### src/rtl/writeback_arbiter_if.sv
// Handshake and status bundle between execute/LSU, the issue stage and the register file
// write port.
interface writeback_arbiter_if #(
    parameter int XLEN = 32
);
    logic            alu_valid;
    logic            alu_ready;
    logic [4:0]      alu_rd;
    logic [XLEN-1:0] alu_data;
    logic            ld_issue;
    logic [4:0]      ld_issue_rd;
    logic            ld_valid;
    logic [4:0]      ld_rd;
    logic [XLEN-1:0] ld_data;
    logic            rf_wr_en;
    logic [4:0]      rf_wr_addr;
    logic [XLEN-1:0] rf_wdata;
    logic [4:0]      query_addr0;
    logic [4:0]      query_addr1;
    logic            query_busy0;
    logic            query_busy1;
    logic            sb_err;

    modport slave (
        input  alu_valid, alu_rd, alu_data,
        input  ld_issue, ld_issue_rd, ld_valid, ld_rd, ld_data,
        input  query_addr0, query_addr1,
        output alu_ready, rf_wr_en, rf_wr_addr, rf_wdata,
        output query_busy0, query_busy1, sb_err
    );

    modport master (
        output alu_valid, alu_rd, alu_data,
        output ld_issue, ld_issue_rd, ld_valid, ld_rd, ld_data,
        output query_addr0, query_addr1,
        input  alu_ready, rf_wr_en, rf_wr_addr, rf_wdata,
        input  query_busy0, query_busy1, sb_err
    );
endinterface

### src/rtl/writeback_arbiter.sv
// Merges ALU results (buffered in a small FIFO) and load responses onto the single RF
// write port, and tracks pending destinations for the issue-stage hazard check.
module writeback_arbiter #(
    parameter int XLEN       = 32,
    parameter int FIFO_DEPTH = 2
) (
    input  logic               clk,
    input  logic               aresetn,
    writeback_arbiter_if.slave wb
);
    localparam int AW = (FIFO_DEPTH > 1) ? $clog2(FIFO_DEPTH) : 1;
    localparam int CW = AW + 1;

    logic [4:0]            fifo_rd   [FIFO_DEPTH];
    logic [XLEN-1:0]       fifo_data [FIFO_DEPTH];
    logic [FIFO_DEPTH-1:0] fifo_vld;
    logic [AW-1:0]         wr_ptr;
    logic [AW-1:0]         rd_ptr;
    logic [CW-1:0]         count;
    logic                  fifo_full;
    logic                  fifo_empty;
    logic                  push;
    logic                  pop;

    logic                  rf_wr_en;
    logic [4:0]            rf_wr_addr;
    logic [XLEN-1:0]       rf_wdata;

    logic [31:0]           pending;
    logic [31:0]           pending_nxt;
    logic [31:0]           fifo_mask;
    logic [31:0]           busy_mask;
    logic                  ld_err;
    logic                  sb_err;

    assign fifo_full  = (count == CW'(FIFO_DEPTH));
    assign fifo_empty = (count == '0);
    assign push       = wb.alu_valid && !fifo_full;
    // Loads own the write port; the FIFO only drains on cycles without a load return.
    assign pop        = !wb.ld_valid && !fifo_empty;

    always_ff @(posedge clk or negedge aresetn) begin
        if (!aresetn) begin
            wr_ptr   <= '0;
            rd_ptr   <= '0;
            count    <= '0;
            fifo_vld <= '0;
        end else begin
            if (push) begin
                wr_ptr           <= wr_ptr + 1'b1;
                fifo_vld[wr_ptr] <= 1'b1;
            end
            if (pop) begin
                rd_ptr           <= rd_ptr + 1'b1;
                fifo_vld[rd_ptr] <= 1'b0;
            end
            case ({push, pop})
                2'b10:   count <= count + 1'b1;
                2'b01:   count <= count - 1'b1;
                default: count <= count;
            endcase
        end
    end

    always_ff @(posedge clk) begin
        if (push) begin
            fifo_rd[wr_ptr]   <= wb.alu_rd;
            fifo_data[wr_ptr] <= wb.alu_data;
        end
    end

    always_ff @(posedge clk or negedge aresetn) begin
        if (!aresetn) begin
            rf_wr_en   <= 1'b0;
            rf_wr_addr <= '0;
            rf_wdata   <= '0;
        end else if (wb.ld_valid) begin
            rf_wr_en   <= (wb.ld_rd != 5'd0);
            rf_wr_addr <= wb.ld_rd;
            rf_wdata   <= wb.ld_data;
        end else if (pop) begin
            rf_wr_en   <= (fifo_rd[rd_ptr] != 5'd0);
            rf_wr_addr <= fifo_rd[rd_ptr];
            rf_wdata   <= fifo_data[rd_ptr];
        end else begin
            rf_wr_en   <= 1'b0;
        end
    end

    // Clear before set so a same-cycle issue to a returning rd leaves it pending.
    always_comb begin
        pending_nxt = pending;
        if (wb.ld_valid) pending_nxt[wb.ld_rd] = 1'b0;
        if (wb.ld_issue) pending_nxt[wb.ld_issue_rd] = 1'b1;
        pending_nxt[0] = 1'b0;
        ld_err = wb.ld_valid && (wb.ld_rd != 5'd0) && !pending[wb.ld_rd]
                 && !(wb.ld_issue && (wb.ld_issue_rd == wb.ld_rd));
    end

    always_ff @(posedge clk or negedge aresetn) begin
        if (!aresetn) begin
            pending <= '0;
            sb_err  <= 1'b0;
        end else begin
            pending <= pending_nxt;
            if (ld_err) sb_err <= 1'b1;
        end
    end

    always_comb begin
        fifo_mask = '0;
        for (int unsigned i = 0; i < FIFO_DEPTH; i++) begin
            if (fifo_vld[i]) fifo_mask[fifo_rd[i]] = 1'b1;
        end
        busy_mask = pending | fifo_mask;
        if (rf_wr_en) busy_mask[rf_wr_addr] = 1'b1;
        busy_mask[0] = 1'b0;
    end

    assign wb.alu_ready   = !fifo_full;
    assign wb.rf_wr_en    = rf_wr_en;
    assign wb.rf_wr_addr  = rf_wr_addr;
    assign wb.rf_wdata    = rf_wdata;
    assign wb.query_busy0 = busy_mask[wb.query_addr0];
    assign wb.query_busy1 = busy_mask[wb.query_addr1];
    assign wb.sb_err      = sb_err;
endmodule
### src/flat_wrapper.sv
// flat-port wrapper written by rule: the top's interface ports become plain ports
module writeback_arbiter_flat 
#(
    parameter int XLEN       = 32,
    parameter int FIFO_DEPTH = 2
)
  (clk, aresetn, wb_alu_valid, wb_alu_rd, wb_alu_data, wb_ld_issue, wb_ld_issue_rd, wb_ld_valid, wb_ld_rd, wb_ld_data, wb_query_addr0, wb_query_addr1, wb_alu_ready, wb_rf_wr_en, wb_rf_wr_addr, wb_rf_wdata, wb_query_busy0, wb_query_busy1, wb_sb_err);
  writeback_arbiter_if #(.XLEN(XLEN)) wb_i ();
  input  logic clk;
  input  logic aresetn;
  input wire logic [$bits(wb_i.alu_valid)-1:0] wb_alu_valid;
  input wire logic [$bits(wb_i.alu_rd)-1:0] wb_alu_rd;
  input wire logic [$bits(wb_i.alu_data)-1:0] wb_alu_data;
  input wire logic [$bits(wb_i.ld_issue)-1:0] wb_ld_issue;
  input wire logic [$bits(wb_i.ld_issue_rd)-1:0] wb_ld_issue_rd;
  input wire logic [$bits(wb_i.ld_valid)-1:0] wb_ld_valid;
  input wire logic [$bits(wb_i.ld_rd)-1:0] wb_ld_rd;
  input wire logic [$bits(wb_i.ld_data)-1:0] wb_ld_data;
  input wire logic [$bits(wb_i.query_addr0)-1:0] wb_query_addr0;
  input wire logic [$bits(wb_i.query_addr1)-1:0] wb_query_addr1;
  output wire logic [$bits(wb_i.alu_ready)-1:0] wb_alu_ready;
  output wire logic [$bits(wb_i.rf_wr_en)-1:0] wb_rf_wr_en;
  output wire logic [$bits(wb_i.rf_wr_addr)-1:0] wb_rf_wr_addr;
  output wire logic [$bits(wb_i.rf_wdata)-1:0] wb_rf_wdata;
  output wire logic [$bits(wb_i.query_busy0)-1:0] wb_query_busy0;
  output wire logic [$bits(wb_i.query_busy1)-1:0] wb_query_busy1;
  output wire logic [$bits(wb_i.sb_err)-1:0] wb_sb_err;
  assign wb_i.alu_valid = wb_alu_valid;
  assign wb_i.alu_rd = wb_alu_rd;
  assign wb_i.alu_data = wb_alu_data;
  assign wb_i.ld_issue = wb_ld_issue;
  assign wb_i.ld_issue_rd = wb_ld_issue_rd;
  assign wb_i.ld_valid = wb_ld_valid;
  assign wb_i.ld_rd = wb_ld_rd;
  assign wb_i.ld_data = wb_ld_data;
  assign wb_i.query_addr0 = wb_query_addr0;
  assign wb_i.query_addr1 = wb_query_addr1;
  assign wb_alu_ready = wb_i.alu_ready;
  assign wb_rf_wr_en = wb_i.rf_wr_en;
  assign wb_rf_wr_addr = wb_i.rf_wr_addr;
  assign wb_rf_wdata = wb_i.rf_wdata;
  assign wb_query_busy0 = wb_i.query_busy0;
  assign wb_query_busy1 = wb_i.query_busy1;
  assign wb_sb_err = wb_i.sb_err;
  writeback_arbiter #(.XLEN(XLEN), .FIFO_DEPTH(FIFO_DEPTH)) u_core (.clk(clk), .aresetn(aresetn), .wb(wb_i));
endmodule
### config.mk
export PLATFORM = sky130hd
export DESIGN_NAME = writeback_arbiter_flat
export DESIGN_NICKNAME = d
export VERILOG_FILES = /design/src/rtl/writeback_arbiter_if.sv /design/src/rtl/writeback_arbiter.sv /design/src/flat_wrapper.sv
export SDC_FILE = /design/constraint.sdc
export NUM_CORES = 1
export LEC_CHECK = 0
export CAP_MARGIN = 20
export CORE_UTILIZATION = 54
export DETAILED_ROUTE_END_ITERATION = 8
export PLACE_DENSITY = 0.88
export SLEW_MARGIN = 10
export SYNTH_ARGS = -nofsm -noshare
export SYNTH_HDL_FRONTEND = slang
export SYNTH_SLANG_ARGS = --single-unit
export TNS_END_PERCENT = 10
### constraint.sdc
create_clock -name clk -period 2.97 [get_ports clk]
set_clock_uncertainty 0.05 [all_clocks]
set_input_delay 0.594 -clock clk [delete_from_list [all_inputs] [get_ports clk]]
set_output_delay 0.594 -clock clk [all_outputs]
set_load 0.005 [all_outputs]
==> After elaboration in Yosys (flattened, before gate mapping) <==
Memories as Yosys holds them, arrays and structs flattened.
Index checks and enable logic that the tools add are counted.
Widths: inputs -> output; s select.
{ "op_classes": {"n_addsub": 4, "n_mul": 0, "div": 0, "n_lt_le_gt_ge": 16, "n_eq_ne": 4, "n_shift": 0, "mux": 36, "bitwise_logic": 9, "reduce_logical": 23} }
{ "ops": {"columns": ["operator", "n"], "rows": [
  ["$mux 32", 7],
  ["$or 32x32->32", 4],
  ["$lt 5x6->1 const B", 7],
  ["$and 32x32->32", 1],
  ["$not 32->32", 1],
  ["$demux 1 s5", 5],
  ["$ge 5x1->1 const B", 5],
  ["$bmux 1 s5", 3],
  ["$mux 1", 14],
  ["$logic_and 1x1->1", 13],
  ["$mux 5", 2],
  ["$reduce_bool 5->1", 2],
  ["$eq 5x5->1", 1],
  ["$logic_not 1->1", 5],
  ["$eq 2x2->1 const B", 2],
  ["$lt 1x2->1 const B", 2],
  ["$mux 2", 2],
  ["$pmux 2 s2", 1],
  ["$reduce_bool 2->1", 2],
  ["$add 1x1->1 const B", 2],
  ["$add 2x1->2 const B", 1],
  ["$and 2x2->2", 1],
  ["$demux 1 s1", 2],
  ["$eq 2x1->1 const B", 1],
  ["5 further kinds", 6]
]} }
{ "totals": {"reg_bits": 76, "latchBits": 0, "ramBits": 74, "mem_bits_ro": 0, "inputBits": 94, "memories": 2} }
{ "mem_list": {"columns": ["name", "depth", "word_bits", "read_ports", "rd_clocked_by_memory_dff", "write_ports", "line_no", "source"], "rows": [
  ["u_core.fifo_data", 2, 32, 1, 0, 1, "writeback_arbiter.sv:15", "logic [XLEN-1:0] fifo_data [FIFO_DEPTH];"],
  ["u_core.fifo_rd", 2, 5, 3, 0, 1, "writeback_arbiter.sv:14", "logic [4:0] fifo_rd [FIFO_DEPTH];"]
]} }

==> Depth between registers and ports, before layout <==
Gate-level depths: netlist of run 1.
An unclocked memory read counts as a cell.
{ "depth": {"word_depth": 13, "depth_mapped": 9} }

==> Least setup slack after synthesis of run 1 <==
No wires, ideal clock.
{ "synth_path": {"path_type": "register -> output", "from": "memory u_core.fifo_rd[0][1]", "to": "output port wb_query_busy0", "arrival_time_ps": 2175, "t_required_ps": 2326, "slack_ps": 151, "stages_incl_launch_ff": 10, "path_buffers": 2, "cell_sequence": "edfxtp_1 > buf_6 > or3b_4 > buf_6 > o22ai_2 > nor3_1 > mux4_2 > or3b_1 > nand4_1 > or3_1"} }
{ "synth_lines": {"columns": ["element", "line_no", "source"], "rows": [
  ["from (decl)", "writeback_arbiter.sv:14", null],
  ["to (decl)", "flat_wrapper.sv:25", "output wire logic [$bits(wb_i.query_busy0)-1:0] wb_query_busy0;"]
]} }

==> flow_metrics.py, run 1 <==
metrics = {
    "pwr": {
        "power.net_switching_mw": 3.23,
        "p_per_area_mw_per_mm2": 819,
        "total_leakage_power_nw": 4.19,
        "switching_power_as_a_share_of_total_power": 0.364,
        "irDropWorstVdd_mv": 0.575,
        "clkPwrFrac": 0.237,
        "comb_power_share": 0.397,
        "p_seq_frac": 0.365,
        "p_int_mw": 5.63,
    },
    "timing": {
        "hold_slack_ns": 0.134,
        "final.period_utilization": 1.15,
        "worst_slew_pin_slew_ns": 0.673,
        "max_freq_mhz": 294,
        "setup-violations-final": 2,
        "smallest_setup_slack_after_layout_ns": -0.435,
        "min_period_ns": 3.40,
        "final_count_of_hold_timing_violations": 0,
        "timing.slew.headroom": 0.552,
        "timing.final.max_slew_violations": 0,
        "setup_repair_after_global_routing_missed_its_margin": "true",
    },
    "global_routing": {
        "grt_use_met1": 0.433,
        "use_met3": 0.0688,
        "maximum_number_of_pins_on_one_net_before_global_route_repair": 50,
        "globalRouteOverflowTotal": 0,
        "first_global_vias": 7476,
        "globalRouteTotalUtil": 0.360,
        "grt.met2_usage": 0.606,
        "layer_carrying_the_most_global_route_usage": "met2",
        "grt_antenna_before_repair": 0,
        "global_route_wire_length_before_repair_um": 39800,
    },
    "yosys": {
        "postSynthCellCount": 748,
        "synth_commonest_cells": "106 x sky130_fd_sc_hd__o21ai_0, 76 x sky130_fd_sc_hd__dfrtp_1, 74 x sky130_fd_sc_hd__edfxtp_1",
        "synthesis.nets": 843,
        "yosysSeqAreaShare": 0.525,
        "mappedNetlistArea_sq_mm": 0.00785,
        "yosys_register_bits": 150,
        "mean_cell_area_of_the_mapped_netlist_sq_um": 10.5,
        "number_of_enable_flip_flop_cells_after_synthesis": 74,
        "synth.distinct_cells": 65,
        "synth_top_cell_by_area": "sky130_fd_sc_hd__edfxtp_1",
        "post_synth_main_area_contributors": "sky130_fd_sc_hd__edfxtp_1 28%, sky130_fd_sc_hd__dfrtp_1 24%, sky130_fd_sc_hd__o21ai_0 6.8%",
        "most_instantiated_flip_flop_cell_in_the_synthesis_netlist": "sky130_fd_sc_hd__dfrtp_1",
        "postSynth.asyncResetShare": 0.507,
        "yosys.cell_count.top_type": "sky130_fd_sc_hd__o21ai_0",
        "synthesis.yosys.warnings": 0,
        "top_cell_type_s_share_of_synthesized_area": 0.283,
    },
    "clock_tree": {
        "cts_buffer_depth": 2,
        "numClockSinks": 150,
        "ctsRootBufferMaster": "sky130_fd_sc_hd__clkbuf_16",
        "clkSlewWorstSetupHoldPaths_ns": 0.07,
        "cts_made_buffers": 17,
        "clk_latency_ns": 0.43,
        "htree_levels": 4,
        "cts_tree": "built",
    },
    "layout": {
        "insertedDiodeCount": 0,
        "nets": 1055,
        "stdcell_count": 1153,
        "synthToLayoutAreaGrowth_pct": 37.7,
        "core_occupancy_in_the_finished_layout": 0.770,
        "post_route_cells_drive_above_1_share": 0.219,
    },
    "drt": {
        "antenna_violating_nets_post_route": 0,
        "detailed_route_via_count": 7336,
        "viasPerCell": 6.36,
        "drt_first_iter_violations": 611,
        "wl_per_cell_um": 22.4,
        "wirelength_um": 25900,
        "drc": 0,
        "firstDrtPassIters": 9,
    },
    "worst_setup_path": {
        "cp_data_arrival_time_ns": 2.76,
        "crit_path_start": "u_core.fifo_rd[1][0]",
        "timing.rr.start": "u_core.rd_ptr",
        "critical_path.endpoint_type": "output pin",
        "worst_ep_required_time_ns": 2.33,
        "critical_path_type": "reg2out",
        "timing.critical_path.fanout_max": 6,
        "crit_chain": "buf_6 > nand3b_1 > o22ai_1 > nor3_1 > mux4_2 > or3b_1 > nand4_1 > or3_1 > buf_2",
        "max_stage_delay_ns": 0.46,
        "setup.worst_path.start_class": "flip-flop",
        "cpMaxStageDelayCell": "sky130_fd_sc_hd__mux4_2",
    },
    "placement": {
        "gpl.final_weighted_congestion": 0.924,
        "port-buffer-count": 135,
        "place_hpwl_um": 16900,
        "placedCellCount": 1110,
        "detailedPlace.worstSlack_ns": -0.505,
    },
    "floorplan": {
        "floorplan.initialDensity": 0.559,
        "die_area_sq_mm": 0.0150,
        "die_y_extent_um": 123,
        "die_width_um": 123,
        "floorplan.rows": 43,
        "io_pins": 136,
        "standard_cell_core_area_sq_mm": 0.0140,
    },
    "status": {
        "failed_checks": "negative setup slack",
        "outcome": "finished with violations",
    },
    "worst_hold_path": {
        "worstHoldPathType": "in2async",
    },
    "job": {
        "max_cap_violations": 0,
    },
}
==> repair_timing <==
| item | in CTS | in global routing |
|---|---|---|
| hold buffers | 0 | 0 |
| pin swaps | 12 | 5 |
| resized for setup | 30 | 19 |
| setup endpoints to repair | 2 | 2 |
| buffers inserted | 9 | 2 |
==> metrics by stage <==
stage / TNS [ns] / power, mW / cell area [sq um]
final: -0.845 / 8.86 / 10800
after global routing: -1.16 / 9.24 / 10800
after CTS: -0.806 / 8.68 / 10700
after detailed placement: -0.964 / 6.39 / 9940
after global placement: -0.917 / 6.28 / 9940
after floorplan: 0 / 4.88 / 7850
==> area by class of cell <==
cell class	count	area, sq um
Timing Repair Buffer	249	2240
Inverter	5	18.8
Tap cell	180	225
Multi-Input combinational cell	537	3630
Fill cell	827	3230
Clock inverter	14	140
Clock buffer	18	429
Sequential cell	150	4130
==> worst max-delay path, delay by kind of cell, from the launching register on <==
kind	cells	cell delay, ns
AO/OA/AOI/OAI	1	0.21
AND/OR/NAND/NOR	5	0.97
flip-flops	1	0.43
buffers and inverters	2	0.26
multiplexers	1	0.46
==> power by group through the flow <==
stage / Sequential (mW) / Clock (mW) / Combinational, mW
6_report: 3.24 / 2.10 / 3.52
5_1_grt: 3.27 / 2.20 / 3.77
4_1_cts: 3.20 / 2.10 / 3.38
3_5_place_dp: 3.20 / 0 / 3.18
3_3_place_gp: 3.17 / 0 / 3.11
2_1_floorplan: 3.06 / 0 / 1.82
==> sequential cells by signal, indices dropped and copies added (netlist names), 2 cells and up <==
| register | count |
|---|---|
| u_core.pending | 31 |
| u_core.wb.rf_wr_addr | 5 |
| u_core.wb.rf_wdata | 32 |
| u_core.fifo_rd | 10 |
| u_core.fifo_data | 64 |
| u_core.count | 2 |
| u_core.fifo_vld | 2 |
==> layout by cell type (no fill, tap or decap), drive strengths merged, types with 5 or more instances in the layout <==
cell type	Yosys	final
mux2i	44	44
buf	21	118
nor3	29	29
inv	5	13
a21oi	39	39
nor2b	5	5
nand3	20	20
a31oi	5	5
clkdlybuf4s50	0	131
or3	9	9
nor3b	8	8
nor2	66	66
edfxtp	74	74
clkbuf	34	18
nand3b	24	24
o21ai	106	106
mux4	10	10
nor4	5	5
nand2	58	58
xor2	6	6
dfrtp	76	76
or3b	12	12
o22ai	23	23
==> path summary, 6_finish.rpt <==
path | depth (start not counted) | slack (ns) | to
max | 9 | -0.43 | wb_query_busy0
min | 1 | 0.13 | u_core.pending[12]
max reg2reg | 5 | 0.95 | u_core.wb.rf_wdata[21]
min reg2reg | 1 | 0.44 | u_core.wb.sb_err
max in group asynchronous | 2 | 2.13 | u_core.pending[1]
min in group clk | 1 | 0.44 | u_core.wb.sb_err
==> routing by layer <==
metal,wire length [um],part of all wire
met1,9470,0.37
met2,13000,0.50
met4,1230,0.047
met3,2130,0.082
met5,0,0
==> logic make-up (layout without fill, tap and decap cells) <==
logic type,count (synthesis),in the layout,share of synthesized area
simple gates,264,264,0.180
mux,58,58,0.0910
xor+xnor,10,10,0.0112
fa+ha+maj,1,1,0.00159
buf+inv,61,286,0.0421
flops,150,150,0.525
compound gates,204,204,0.149
(Power assumes the default switching activity.)
==> run 2, diff against run 1 <==
- CORE_ASPECT_RATIO: unset -> 1.2
- SLEW_MARGIN: 10 -> 15
- clock period: 2.97 -> 3.4 ns (I/O delays scaled with it)
==> run 2 against run 1 <==
Against the previous run: the run ends with design-rule violations, negative setup slack left; register-to-register slack improved by 0.36 ns; sequential power fell by 13%; die area hardly changed; critical path depth unchanged; total power shrank 15%; count of clock-buffer cells in the layout unchanged; sequential share of layout area is 1.6 points higher; largest cell class unchanged; highest routed layer unchanged.
==> flow_metrics.py, run 2 (same netlist as run 1, synthesis figures left out) <==
metrics = {
    "placement": {
        "gpl.final_weighted_congestion": 0.970,
        "place_hpwl_um": 16600,
        "placedCellCount": 1069,
        "port-buffer-count": 135,
    },
    "worst_setup_path": {
        "critical_path.endpoint_type": "output pin",
        "cp_data_arrival_time_ns": 2.81,
        "timing.critical_path.to": "wb_query_busy0",
        "crit_path_start": "u_core.fifo_rd[1][0]",
        "critical_path_type": "reg2out",
        "r2r_end": "u_core.wb.rf_wdata[4]",
        "reg2reg_setup_slack_ns": 1.31,
        "timing.critical_path.fanout_max": 4,
        "timing.rr.start": "u_core.rd_ptr",
        "r2r.worst_path.cells": 5,
        "worst_ep_required_time_ns": 2.67,
        "setup.worst_path.start_class": "flip-flop",
    },
    "timing": {
        "setup_repair_after_global_routing_missed_its_margin": "true",
        "setup-violations-final": 2,
        "timing.final.max_slew_violations": 0,
        "smallest_setup_slack_after_layout_ns": -0.143,
        "final_count_of_hold_timing_violations": 0,
        "timing.slew.headroom": 0.353,
        "max_freq_mhz": 282,
        "worst_slew_pin_slew_ns": 0.970,
        "min_period_ns": 3.54,
        "setup-tns-final_ns": -0.224,
        "final.period_utilization": 1.04,
    },
    "drt": {
        "drc": 2,
        "wirelength_um": 24500,
        "viasPerCell": 6.41,
        "firstDrtPassIters": 8,
        "drt_first_iter_violations": 677,
        "antenna_violating_nets_post_route": 0,
        "detailed_route_via_count": 7101,
        "wl_per_cell_um": 22.2,
    },
    "layout": {
        "max_flop_register": "u_core.fifo_data",
        "layout.cells.most_common_list": "131 x sky130_fd_sc_hd__clkdlybuf4s50_1, 106 x sky130_fd_sc_hd__o21ai_0, 77 x sky130_fd_sc_hd__buf_4, 74 x sky130_fd_sc_hd__dfrtp_1, 74 x sky130_fd_sc_hd__edfxtp_1",
        "stdcell_count": 1107,
        "post_route_cells_drive_above_1_share": 0.170,
        "layout.cells.most_common": "sky130_fd_sc_hd__clkdlybuf4s50_1",
        "insertedDiodeCount": 0,
        "n_fill_cell": 915,
        "synthToLayoutAreaGrowth_pct": 32.0,
        "layout_top_registers": "u_core.fifo_data x64, u_core.wb.rf_wdata x32, u_core.pending x31",
        "largest_register_ffs": 64,
        "nets": 1018,
    },
    "job": {
        "max_cap_violations": 0,
    },
    "floorplan": {
        "die_y_extent_um": 134,
        "die_area_sq_mm": 0.0150,
        "floorplan.initialDensity": 0.561,
        "floorplan.rows": 47,
        "die_width_um": 112,
        "io_pins": 136,
        "standard_cell_core_area_sq_mm": 0.0140,
    },
    "clock_tree": {
        "numClockSinks": 150,
        "clkSlewWorstSetupHoldPaths_ns": 0.06,
        "clk_latency_ns": 0.42,
        "cts_buffer_depth": 2,
        "cts_tree": "built",
        "cts_hold_repair.buffers": 0,
        "ctsRootBufferMaster": "sky130_fd_sc_hd__clkbuf_16",
        "cts_made_buffers": 17,
        "htree_levels": 4,
    },
    "pwr": {
        "p_total_mw": 7.51,
        "p_per_area_mw_per_mm2": 725,
        "total_leakage_power_nw": 3.99,
        "irDropWorstVdd_mv": 0.599,
    },
    "global_routing": {
        "globalRouteTotalUtil": 0.335,
        "grt_antenna_before_repair": 0,
        "global_route_wire_length_before_repair_um": 38100,
        "globalRouteOverflowTotal": 0,
        "first_global_vias": 7189,
        "maximum_number_of_pins_on_one_net_before_global_route_repair": 77,
    },
    "worst_hold_path": {
        "worstHoldPathType": "in2async",
    },
    "status": {
        "outcome": "finished with violations",
        "failed_checks": "design-rule violations, negative setup slack",
    },
}
run 2: cell types whose count changed in the layout (fill, tap and decap cells not counted), moves of 2 or more:
cell / before / now
sky130_fd_sc_hd__inv_8: 3 / 0
sky130_fd_sc_hd__o32ai_2: 3 / 1
sky130_fd_sc_hd__nor3_1: 18 / 22
sky130_fd_sc_hd__buf_6: 4 / 1
sky130_fd_sc_hd__buf_12: 3 / 0
sky130_fd_sc_hd__a221oi_1: 2 / 4
sky130_fd_sc_hd__o32ai_1: 0 / 3
sky130_fd_sc_hd__bufinv_16: 1 / 3
sky130_fd_sc_hd__buf_4: 108 / 77
sky130_fd_sc_hd__a221oi_2: 2 / 0
sky130_fd_sc_hd__nor3_2: 10 / 7
sky130_fd_sc_hd__o22ai_1: 19 / 22
sky130_fd_sc_hd__o22ai_2: 4 / 1
run 2: final cells by class:
| class | count | area (sq um) | area share |
|---|---|---|---|
| inverters | 5 | 18.8 | 0.00181 |
| clock inverters | 14 | 170 | 0.0164 |
| multi-input cells | 537 | 3490 | 0.337 |
| clock buffers | 18 | 429 | 0.0414 |
| well taps | 171 | 214 | 0.0206 |
| flip-flops and latches | 150 | 4130 | 0.398 |
| repair buffers | 212 | 1920 | 0.185 |
run 2: worst min path at each step:
stage                           startpoint                     end  slack (ns)  cells after the start
after floorplan                    aresetn         u_core.count[0]        0.33                      0
after global placement    u_core.wb.sb_err        u_core.wb.sb_err        0.41                      1
after detailed placement  u_core.wb.sb_err        u_core.wb.sb_err        0.43                      1
after CTS                          aresetn  u_core.wb.rf_wdata[26]        0.39                      1
after global routing      u_core.wb.sb_err        u_core.wb.sb_err        0.44                      1
final                              aresetn  u_core.wb.rf_wdata[28]        0.37                      1
run 2: worst max-delay path, cell delays in order, from the launching register on:
cell and delay, ns:
sky130_fd_sc_hd__edfxtp_1 0.43, sky130_fd_sc_hd__buf_4 0.16, sky130_fd_sc_hd__nand3b_1 0.31, sky130_fd_sc_hd__o22ai_1 0.25, sky130_fd_sc_hd__nor3_2 0.09, sky130_fd_sc_hd__mux4_2 0.46, sky130_fd_sc_hd__or3b_1 0.38, sky130_fd_sc_hd__nand4_1 0.08
sky130_fd_sc_hd__or3_1 0.10, sky130_fd_sc_hd__buf_2 0.11
run 2: power breakdown:
part	switching, mW	total [mW]	internal, mW	leakage (nW)
sequential	0.397	2.82	2.43	1.60
combinational	1.47	2.77	1.30	2.10
clock	0.763	1.92	1.16	0.287
run 2: what timing repair did:
item | 4_1_cts | 5_1_grt
resized for setup | 18 | 7
endpoints found under the setup margin | 2 | 2
pin swaps | 8 | 2
setup buffers | 5 | 1
run 2: through the flow:
stage / hold slack, ns / area, sq um / util / setup WS, ns
4_1_cts: 0.393 / 10300 / 0.738 / -0.105
6_report: 0.369 / 10400 / 0.741 / -0.143
5_1_grt: 0.442 / 10400 / 0.741 / -0.181
3_3_place_gp: 0.415 / 9650 / 0.689 / -0.269
3_5_place_dp: 0.426 / 9650 / 0.689 / -0.240
2_1_floorplan: 0.334 / 7850 / - / 0.495
run 2: routing by layer:
metal  routed length [um]  track usage  vias to the layer above
met4                 1270        0.179                        0
met3                 1790       0.0673                       97
li1                     -            -                     3159
met2                12600        0.595                      437
met5                    0            0                        -
met1                 8830        0.382                     3408
==> run 3, diff against run 2 <==
- SKIP_LAST_GASP: unset -> 1
==> run 3 against run 2 <==
Against the previous run: the flow still finishes with violations (design-rule violations, negative setup slack); worst hold slack about the same; via count barely moved; total power hardly changed; combinational power about the same; final cell count unchanged; clock power barely moved.
==> flow_metrics.py, run 3 (same netlist as run 1, synthesis figures left out) <==
metrics = {
    "worst_hold_path": {
        "worstHoldPathType": "in2async",
    },
    "pwr": {
        "p_seq_frac": 0.376,
        "irDropWorstVdd_mv": 0.599,
        "switching_power_as_a_share_of_total_power": 0.350,
        "clkPwrFrac": 0.257,
        "total_leakage_power_nw": 3.98,
        "p_int_mw": 4.88,
        "power.net_switching_mw": 2.62,
        "p_per_area_mw_per_mm2": 725,
        "comb_power_share": 0.367,
    },
    "placement": {
        "gpl.final_weighted_congestion": 0.970,
        "placed_area_sq_mm": 0.00965,
        "port-buffer-count": 135,
        "detailedPlace.worstSlack_ns": -0.240,
        "place_hpwl_um": 16600,
    },
    "clock_tree": {
        "cts_buffer_depth": 2,
        "htree_levels": 4,
        "ctsRootBufferMaster": "sky130_fd_sc_hd__clkbuf_16",
        "clk_latency_ns": 0.43,
        "cts_made_buffers": 17,
        "clkSlewWorstSetupHoldPaths_ns": 0.06,
        "numClockSinks": 150,
        "cts_tree": "built",
    },
    "floorplan": {
        "die_y_extent_um": 134,
        "floorplan.rows": 47,
        "floorplan.initialDensity": 0.561,
        "die_area_sq_mm": 0.0150,
        "io_pins": 136,
        "standard_cell_core_area_sq_mm": 0.0140,
        "die_width_um": 112,
    },
    "timing": {
        "hold_slack_ns": 0.370,
        "setup_repair_after_global_routing_missed_its_margin": "true",
        "worst_slew_pin_slew_ns": 0.972,
        "timing.final.max_slew_violations": 0,
        "timing.slew.headroom": 0.352,
        "setup-violations-final": 2,
        "final.period_utilization": 1.05,
        "max_freq_mhz": 281,
        "min_period_ns": 3.56,
        "setup-tns-final_ns": -0.254,
        "smallest_setup_slack_after_layout_ns": -0.159,
        "final_count_of_hold_timing_violations": 0,
    },
    "drt": {
        "antenna_violating_nets_post_route": 0,
        "drc": 2,
        "detailed_route_via_count": 7105,
        "wirelength_um": 24500,
        "drt_first_iter_violations": 700,
        "firstDrtPassIters": 8,
        "viasPerCell": 6.42,
        "wl_per_cell_um": 22.1,
    },
    "global_routing": {
        "globalRouteOverflowTotal": 0,
        "grt_antenna_before_repair": 0,
        "maximum_number_of_pins_on_one_net_before_global_route_repair": 77,
        "global_route_wire_length_before_repair_um": 38100,
        "globalRouteTotalUtil": 0.335,
        "first_global_vias": 7189,
    },
    "worst_setup_path": {
        "crit_chain": "buf_4 > nand3b_1 > o22ai_1 > nor3_2 > mux4_2 > or3b_1 > nand4_1 > or3_1 > buf_2",
        "max_stage_delay_ns": 0.46,
        "cpMaxStageDelayCell": "sky130_fd_sc_hd__mux4_2",
        "timing.critical_path.fanout_max": 4,
        "critical_path.endpoint_type": "output pin",
        "cp_data_arrival_time_ns": 2.83,
        "setup.worst_path.start_class": "flip-flop",
        "critical_path_type": "reg2out",
        "worst_ep_required_time_ns": 2.67,
    },
    "layout": {
        "design_area_sq_mm": 0.0103,
        "post_route_cells_drive_above_1_share": 0.167,
        "largest_register_ffs": 64,
        "layout.cells.most_common": "sky130_fd_sc_hd__clkdlybuf4s50_1",
        "nets": 1018,
        "insertedDiodeCount": 0,
        "synthToLayoutAreaGrowth_pct": 31.8,
        "layout.cells.most_common_list": "131 x sky130_fd_sc_hd__clkdlybuf4s50_1, 106 x sky130_fd_sc_hd__o21ai_0, 77 x sky130_fd_sc_hd__buf_4, 74 x sky130_fd_sc_hd__dfrtp_1, 74 x sky130_fd_sc_hd__edfxtp_1",
        "n_fill_cell": 919,
        "layout_top_registers": "u_core.fifo_data x64, u_core.wb.rf_wdata x32, u_core.pending x31",
        "max_flop_register": "u_core.fifo_data",
    },
    "status": {
        "outcome": "finished with violations",
        "failed_checks": "design-rule violations, negative setup slack",
    },
    "job": {
        "max_cap_violations": 0,
    },
}
[run 3: cell counts in the layout (fill, tap and decap cells not counted)]
Identical to the previous run, type by type.
[run 3: per-stage QoR]
step	instances	utilization	total power [mW]
2_1_floorplan	748	-	4.27
3_5_place_dp	1069	0.689	5.42
3_3_place_gp	1069	0.689	5.35
6_report	1107	0.739	7.51
4_1_cts	1106	0.738	7.45
5_1_grt	1107	0.739	7.83
[run 3: timing repair]
action,CTS,global route
setup endpoints to repair,2,2
gates resized for setup,18,4
pin swaps,8,1
setup buffers,5,1
hold buffers,0,0
[run 3: cell type report]
cell class | instances | area, sq um | area share
inverters | 5 | 18.8 | 0.00181
clock buffers | 18 | 429 | 0.0415
repair buffers | 212 | 1920 | 0.185
well taps | 171 | 214 | 0.0207
clock inverters | 14 | 170 | 0.0164
multi-input cells | 537 | 3480 | 0.336
flip-flops and latches | 150 | 4130 | 0.399
[run 3: power by group through the flow]
stage,combinational (mW),sequential [mW],clock [mW]
5_1_grt,2.96,2.85,2.01
2_1_floorplan,1.59,2.67,0
3_3_place_gp,2.56,2.79,0
4_1_cts,2.72,2.80,1.93
6_report,2.76,2.82,1.93
3_5_place_dp,2.61,2.81,0
[run 3: routing by layer]
layer / wire (um) / GRT usage
met2: 12600 / 0.595
met1: 8810 / 0.382
met3: 1810 / 0.0673
met5: 0 / 0
met4: 1340 / 0.179
[run 3: worst max-delay path, delay by kind of cell, from the launching register on]
family | cells | cell delay [ns]
AO/OA/AOI/OAI | 1 | 0.25
AND/OR/NAND/NOR | 5 | 0.97
multiplexers | 1 | 0.46
buffers and inverters | 2 | 0.27
flip-flops | 1 | 0.43
[run 3: worst paths after layout]
path / from / end / slack [ns] / cells after the start
max in group asynchronous: aresetn / u_core.wb.rf_wr_addr[0] / 2.26 / 1
hold reg to reg: u_core.wb.sb_err / u_core.wb.sb_err / 0.44 / 1
min in group clk: u_core.wb.sb_err / u_core.wb.sb_err / 0.44 / 1
setup / recovery: u_core.fifo_rd[1][0] / wb_query_busy0 / -0.16 / 9
hold / removal: aresetn / u_core.wb.rf_wdata[28] / 0.37 / 1
setup reg to reg: u_core.rd_ptr / u_core.wb.rf_wdata[4] / 1.32 / 5
